[src/rtl/dfndr_dl_router.sv]
// dfndr_dl_router: routes download writes to the ROM port, mod register and DIP bank, and sequences core reset
module dfndr_dl_router #(
  parameter int ROM_AW      = 16,
  parameter int ROM_INDEX   = 0,
  parameter int MOD_INDEX   = 1,
  parameter int DIP_INDEX   = 254,
  parameter int HOLD_CYCLES = 16
) (
  input  logic              clk_sys,
  input  logic              reset_n,
  input  logic              ioctl_download,
  input  logic [7:0]        ioctl_index,
  input  logic              ioctl_wr,
  input  logic [24:0]       ioctl_addr,
  input  logic [7:0]        ioctl_dout,
  output logic              ioctl_wait,
  input  logic              dn_ready,
  output logic [ROM_AW-1:0] dn_addr,
  output logic [7:0]        dn_data,
  output logic              dn_wr,
  output logic [7:0]        mod,
  output logic [63:0]       dip_bus,
  output logic              core_reset,
  output logic              dl_done,
  output logic [ROM_AW:0]   rom_count,
  output logic [15:0]       rom_sum,
  output logic [1:0]        err
);
  localparam int CW = $clog2(HOLD_CYCLES + 1);
  localparam logic [7:0] ROM_IDX = 8'(ROM_INDEX);
  localparam logic [7:0] MOD_IDX = 8'(MOD_INDEX);
  localparam logic [7:0] DIP_IDX = 8'(DIP_INDEX);
  localparam logic [CW-1:0] CNT_INIT = CW'(HOLD_CYCLES - 1);
  localparam logic [ROM_AW:0] CNT_MAX = {1'b1, {ROM_AW{1'b0}}};
  typedef enum logic [1:0] {IDLE, LOAD, DRAIN, HOLD} state_t;
  state_t state_q, state_d;
  logic [CW-1:0] cnt_q, cnt_d;
  logic buf_valid_q;
  logic [ROM_AW-1:0] buf_addr_q;
  logic [7:0] buf_data_q;
  logic core_reset_d, rom_wr, in_range, accept, drain, start;
  assign ioctl_wait = buf_valid_q;
  assign in_range = (ioctl_addr >> ROM_AW) == 25'd0;
  assign rom_wr = ioctl_wr && ioctl_index == ROM_IDX && state_q == LOAD;
  assign accept = rom_wr && in_range && !buf_valid_q;
  assign drain = buf_valid_q && dn_ready;
  assign start = state_q == IDLE && state_d == LOAD;
  always_ff @(posedge clk_sys)
    if (!reset_n) begin
      state_q <= HOLD;
      cnt_q <= CNT_INIT;
    end else begin
      state_q <= state_d;
      cnt_q <= cnt_d;
    end
  always_comb begin
    state_d = state_q;
    case (state_q)
      IDLE:    state_d = (ioctl_download && ioctl_index == ROM_IDX) ? LOAD : IDLE;
      LOAD:    state_d = ioctl_download ? LOAD : buf_valid_q ? DRAIN : HOLD;
      DRAIN:   state_d = buf_valid_q ? DRAIN : HOLD;
      default: state_d = (cnt_q == '0) ? IDLE : HOLD;
    endcase
  end
  always_comb begin
    cnt_d = (state_q == HOLD) ? cnt_q - CW'(1) : CNT_INIT;
    core_reset_d = state_d != IDLE || state_q != IDLE;
  end
  always_ff @(posedge clk_sys)
    if (!reset_n) begin
      core_reset <= 1'b1;
      dl_done <= 1'b0;
    end else begin
      core_reset <= core_reset_d;
      dl_done <= core_reset && !core_reset_d;
    end
  always_ff @(posedge clk_sys)
    if (!reset_n) begin
      buf_valid_q <= 1'b0;
      buf_addr_q <= '0;
      buf_data_q <= '0;
      dn_wr <= 1'b0;
      dn_addr <= '0;
      dn_data <= '0;
    end else begin
      buf_valid_q <= accept || (buf_valid_q && !dn_ready);
      if (accept) begin
        buf_addr_q <= ioctl_addr[ROM_AW-1:0];
        buf_data_q <= ioctl_dout;
      end
      dn_wr <= drain;
      if (drain) begin
        dn_addr <= buf_addr_q;
        dn_data <= buf_data_q;
      end
    end
  always_ff @(posedge clk_sys)
    if (!reset_n || start) begin
      rom_count <= '0;
      rom_sum <= '0;
      err <= '0;
    end else begin
      if (accept) begin
        rom_sum <= rom_sum + {8'd0, ioctl_dout};
        if (rom_count != CNT_MAX) rom_count <= rom_count + (ROM_AW + 1)'(1);
      end
      err <= err | {rom_wr && !in_range, rom_wr && in_range && buf_valid_q};
    end
  always_ff @(posedge clk_sys)
    if (!reset_n) begin
      mod <= '0;
      dip_bus <= '0;
    end else begin
      if (ioctl_wr && ioctl_index == MOD_IDX) mod <= ioctl_dout;
      if (ioctl_wr && ioctl_index == DIP_IDX && ioctl_addr[24:3] == '0)
        dip_bus[{ioctl_addr[2:0], 3'b000} +: 8] <= ioctl_dout;
    end
endmodule

[config.mk]
export PLATFORM = sky130hd
export DESIGN_NAME = dfndr_dl_router
export DESIGN_NICKNAME = d
export VERILOG_FILES = /design/src/rtl/dfndr_dl_router.sv
export SDC_FILE = /design/constraint.sdc
export NUM_CORES = 1
export LEC_CHECK = 0
export BUFFER_PORTS_ARGS = -buffer_cell sky130_fd_sc_hd__buf_2
export CORE_MARGIN = 2
export CORE_UTILIZATION = 45
export CTS_CLUSTER_DIAMETER = 60
export DETAILED_ROUTE_END_ITERATION = 8
export MAX_ROUTING_LAYER = met4
export PLACE_DENSITY = 0.7
export SYNTH_ARGS = -nofsm -noshare
export SYNTH_HDL_FRONTEND = slang
export SYNTH_SLANG_ARGS = --single-unit
[constraint.sdc]
create_clock -name clk_sys -period 3.5 [get_ports clk_sys]
set_clock_uncertainty 0.1 [all_clocks]
set_input_delay 0.525 -clock clk_sys [delete_from_list [all_inputs] [get_ports clk_sys]]
set_output_delay 0.525 -clock clk_sys [all_outputs]
set_load 0.005 [all_outputs]
# Word level (Yosys, flattened, before mapping)
# Index checks and enable logic that the tools add are counted.
# totals
reg_bits	166
in_bits	46
out_inout_bits	135
elab_cells	66
# classes
add_sub_neg	4
eq_ne	7
n_shift	2
mux	6
bitwise	1
n_reduce_logical	31
# ops
cell	count
$bwmux 64	1
$shift 8x8->64 const A	1
$shiftx 8x8->64	1
$logic_not 25->1	1
$logic_not 22->1	1
$add 17x1->17 const B	1
$ne 17x17->1 const B	1
$add 16x8->16	1
$logic_and 1x1->1	14
$eq 8x1->1 const B	1
$eq 8x8->1 const B	1
$logic_not 8->1	1
$neg 6->8	1
$pmux 2 s3	1
$logic_not 1->1	5
$logic_not 5->1	1
$sub 5x1->5 const B	1
$eq 2x1->1 const B	2
$eq 2x2->1 const B	2
$mux 2	2
$reduce_and 2->1	2
$reduce_bool 2->1	2
$logic_or 1x1->1	3
$logic_not 2->1	1
2 further kinds	3

# Logic depth before layout (Yosys ltp)
# depth
word_depth	8
mapped_depth	13
mapped_depth_nobuf	8

# Least setup slack after synthesis
# Ideal clock, no wire load.
# synth_path
path_type	input to register
startpoint	input ioctl_addr[0]
endpoint	register dip_bus[63]
setup_time_ps	70
t_arrival_ps	2956
slack_ps	373
stages	12
n_path_buf	4
cell_sequence	clkbuf_1 -> clkbuf_1 -> inv_1 -> ha_1 -> ha_1 -> clkbuf_1 -> nor2_1 -> nand2_1 -> or4_1 -> buf_2 -> or3_1 -> a21oi_1
# synth_between
elab_chain_cells	3
# synth_rtl
item	line_no	rtl
start, declared	14	input logic [24:0] ioctl_addr,
$neg 6->8 (*)	116	dip_bus[{ioctl_addr[2:0], 3'b000} +: 8] <= ioctl_dout;
$shiftx 8x8->64 / $shift 8x8->64 (equally long branches)	116	
$bwmux 64 (*)	116	
end signal, assigned by index	116	
end, declared	22	output logic [63:0] dip_bus,
# Every way passes the cells marked *; elsewhere a longest branch is shown, timed or not.
# A chain may end at the register's enable or synchronous reset.

# Final worst setup path
# layout_path
startpoint	input ioctl_addr[3]
endpoint	register dip_bus[25]
# layout_between
elab_chain_cells	2
# layout_rtl
item	line_no	rtl
$logic_not 22->1	115	if (ioctl_wr && ioctl_index == DIP_IDX && ioctl_addr[24:3] == '0)
$logic_and 1x1->1	115	
# Every way passes these cells.

==> run summary <==
post-layout min period: 2.58 ns
Max VDD drop: 0.000339 V
antenna viol nets, final: 0
CTS Root Cell: clkbuf_16
cell row count: 45
fin util: 0.570
CTS H-tree depth: 4
Max Fanout on Critical Path: 16
Crit Path Class: input port to register
area share of the leading cell type in the synthesized netlist: 0.478
final net count: 995
worst hold slack: 0.244 ns
Synth area leader: dfxtp_1
Placer Congestion: 0.839
drt wl/cell: 16.2 microns
setup repair bufs after CTS: 0
CP endpoint kind: register
cts repair resizes: 0
Final Hold Fails: 0
top post-synthesis cells by area: dfxtp_1, mux2i_1, nand2_1
vias in the first global route: 5,411
Pleak: 0.00376 uW
final worst setup slack: 0.918 ns
CP Launch Type: input port
Num CTS Buffers: 17
Seq/Total Area, Yosys: 0.478
CP required: 3.76 ns
vias: 6,052
Port-buffer cells: 180
Vias/cell: 5.32
cts hold-fix bufs: 0
Synth Flop Type: dfxtp_1
setup violators final: 0
Post-Route WL: 18,400 microns
Slew Viols, Final: 0
effective utilization at floorplan: 0.459
pin count of the biggest net entering global routing: 48
GRT Util Overall: 0.226
io pins: 181
max cap viols: 0
number of library cell types mapped by synthesis: 54
Tcrit/Tclk final: 0.738
slew at the pin closest to its max-slew limit: 0.697 ns
First DRT Iteration DRCs: 407
die area: 16,500 sq um
initial antenna violation count: 2
RSZ-0062 raised after global routing: false
Post-synth EDFFs: 0
share of layout cells above drive strength 1: 0.267
die height: 128 microns
Layout Area Growth over Synthesis: 24.2%
status: finished, final reports clean
worst skew pair latency: 0.42 ns
most common cell after layout, fill and taps aside: buf_2
clk slew on worst S/H paths: 0.07 ns
HP Class: input port to register
fin cells: 1,137
cells after synthesis: 769
CTS tree: yes
Syn. warnings: 0
FILL cells: 1,408
chip width: 128 microns
PwrDens: 457 nW/um^2
FMAX: 387 MHz
global-route wire length before repair: 28,400 microns
Critical Path AT: 2.84 ns
TNS Setup: 0 ns
most frequent cells in the layout: buf_2, dfxtp_1, nand2_1
Max-slew headroom: 0.532
Synthesized Nets: 830
core area: 15,100 sq um
Cells after DPL: 1,103
Synth Register Bits: 166
Post-Place Setup Slack: 0.460 ns
area of the mapped netlist: 6950 sq um
share of synthesized registers carrying an async set or reset: 0
DRC Markers: 0
clock sink count: 166
grt ovf: 0
maximum clock path buffer count: 2
post-DP HPWL: 12,600 microns
Mapped Avg Cell Area: 9.04 sq um
DR pass1 iterations: 5
per-stage QoR:
step / power, uW / instance area, sq um
after detailed placement: 2110 / 8040
after floorplan: 2030 / 6950
after global placement: 2110 / 8040
final: 3950 / 8640
after CTS: 3980 / 8630
after global routing: 4080 / 8640
worst max-delay path, stage by stage:
cell and delay [ns]:
buf_2 0.11, nor4_1 0.52, buf_4 0.21, nand3b_2 0.07, buf_4 0.19, or4b_1 0.70
or2_2 0.37, a21oi_1 0.13
sequential cells by signal, indices dropped and copies added, names as in the netlist, 2 cells and up:
name	count
rom_count	17
dn_data	8
buf_addr_q	16
dn_addr	16
dip_bus	64
rom_sum	16
cnt_q	5
state_q	2
err	2
buf_data_q	8
mod	8
area by class of cell:
cell class / count / area, sq um / share of cell area
tap: 188 / 235 / 0.0272
clock inverter: 15 / 173 / 0.0200
clock buffer: 17 / 425 / 0.0492
antenna: 2 / 5.00 / 0.000579
multi-input combinational: 539 / 3380 / 0.391
inverter: 10 / 37.5 / 0.00434
sequential: 166 / 3320 / 0.385
timing repair buffer: 200 / 1060 / 0.123
per-layer routing:
metal  track usage  share of wire
met3        0.0480          0.056
met1         0.290           0.46
met4        0.0653         0.0096
met2         0.361           0.47
met5             -              0
cells in the mapped netlist (7+ instances only):
master and count:
clkbuf_1 41, nand4_1 10, nor4_1 10, a22o_1 24, nor3_1 10, nand2_1 96, nor2b_1 8, buf_2 7
a21oi_1 57, or4_1 7, xor2_1 11, xnor2_1 12, o21ai_0 27, nand3_1 56, inv_1 10, or3_1 7
and2_1 9, nor2_1 73, dfxtp_1 166, ha_1 14, mux2i_1 43
cells by family (layout without fill, tap and decap cells):
family          count (synthesis)  count (layout)  share of synthesized area
simple gates                  327             327                      0.248
xor+xnor                       23              23                     0.0290
fa+ha+maj                      15              15                     0.0281
buf+inv                        64             242                     0.0380
compound gates                131             131                      0.117
other cells                     0               2                          0
mux                            43              43                     0.0619
flops                         166             166                      0.478
path summary, 6_finish.rpt:
check	start	endpoint	slack (ns)	cells past startpoint
worst max-delay path	ioctl_addr[3]	dip_bus[25]	0.92	8
worst min register to register	cnt_q[0]	cnt_q[0]	0.30	1
worst max register to register	rom_sum[0]	rom_sum[14]	1.12	7
worst min-delay path	ioctl_addr[12]	buf_addr_q[12]	0.24	3
report_power, final:
part           total [uW]  leakage, uW  switching, uW  internal, uW
Sequential           1890      0.00134           2.30          1890
Clock                1890     0.000285            818          1070
Combinational         172      0.00214            117          54.3
Total                3950      0.00376            937          3010
Note: power is estimated with default switching activity, not from simulation.
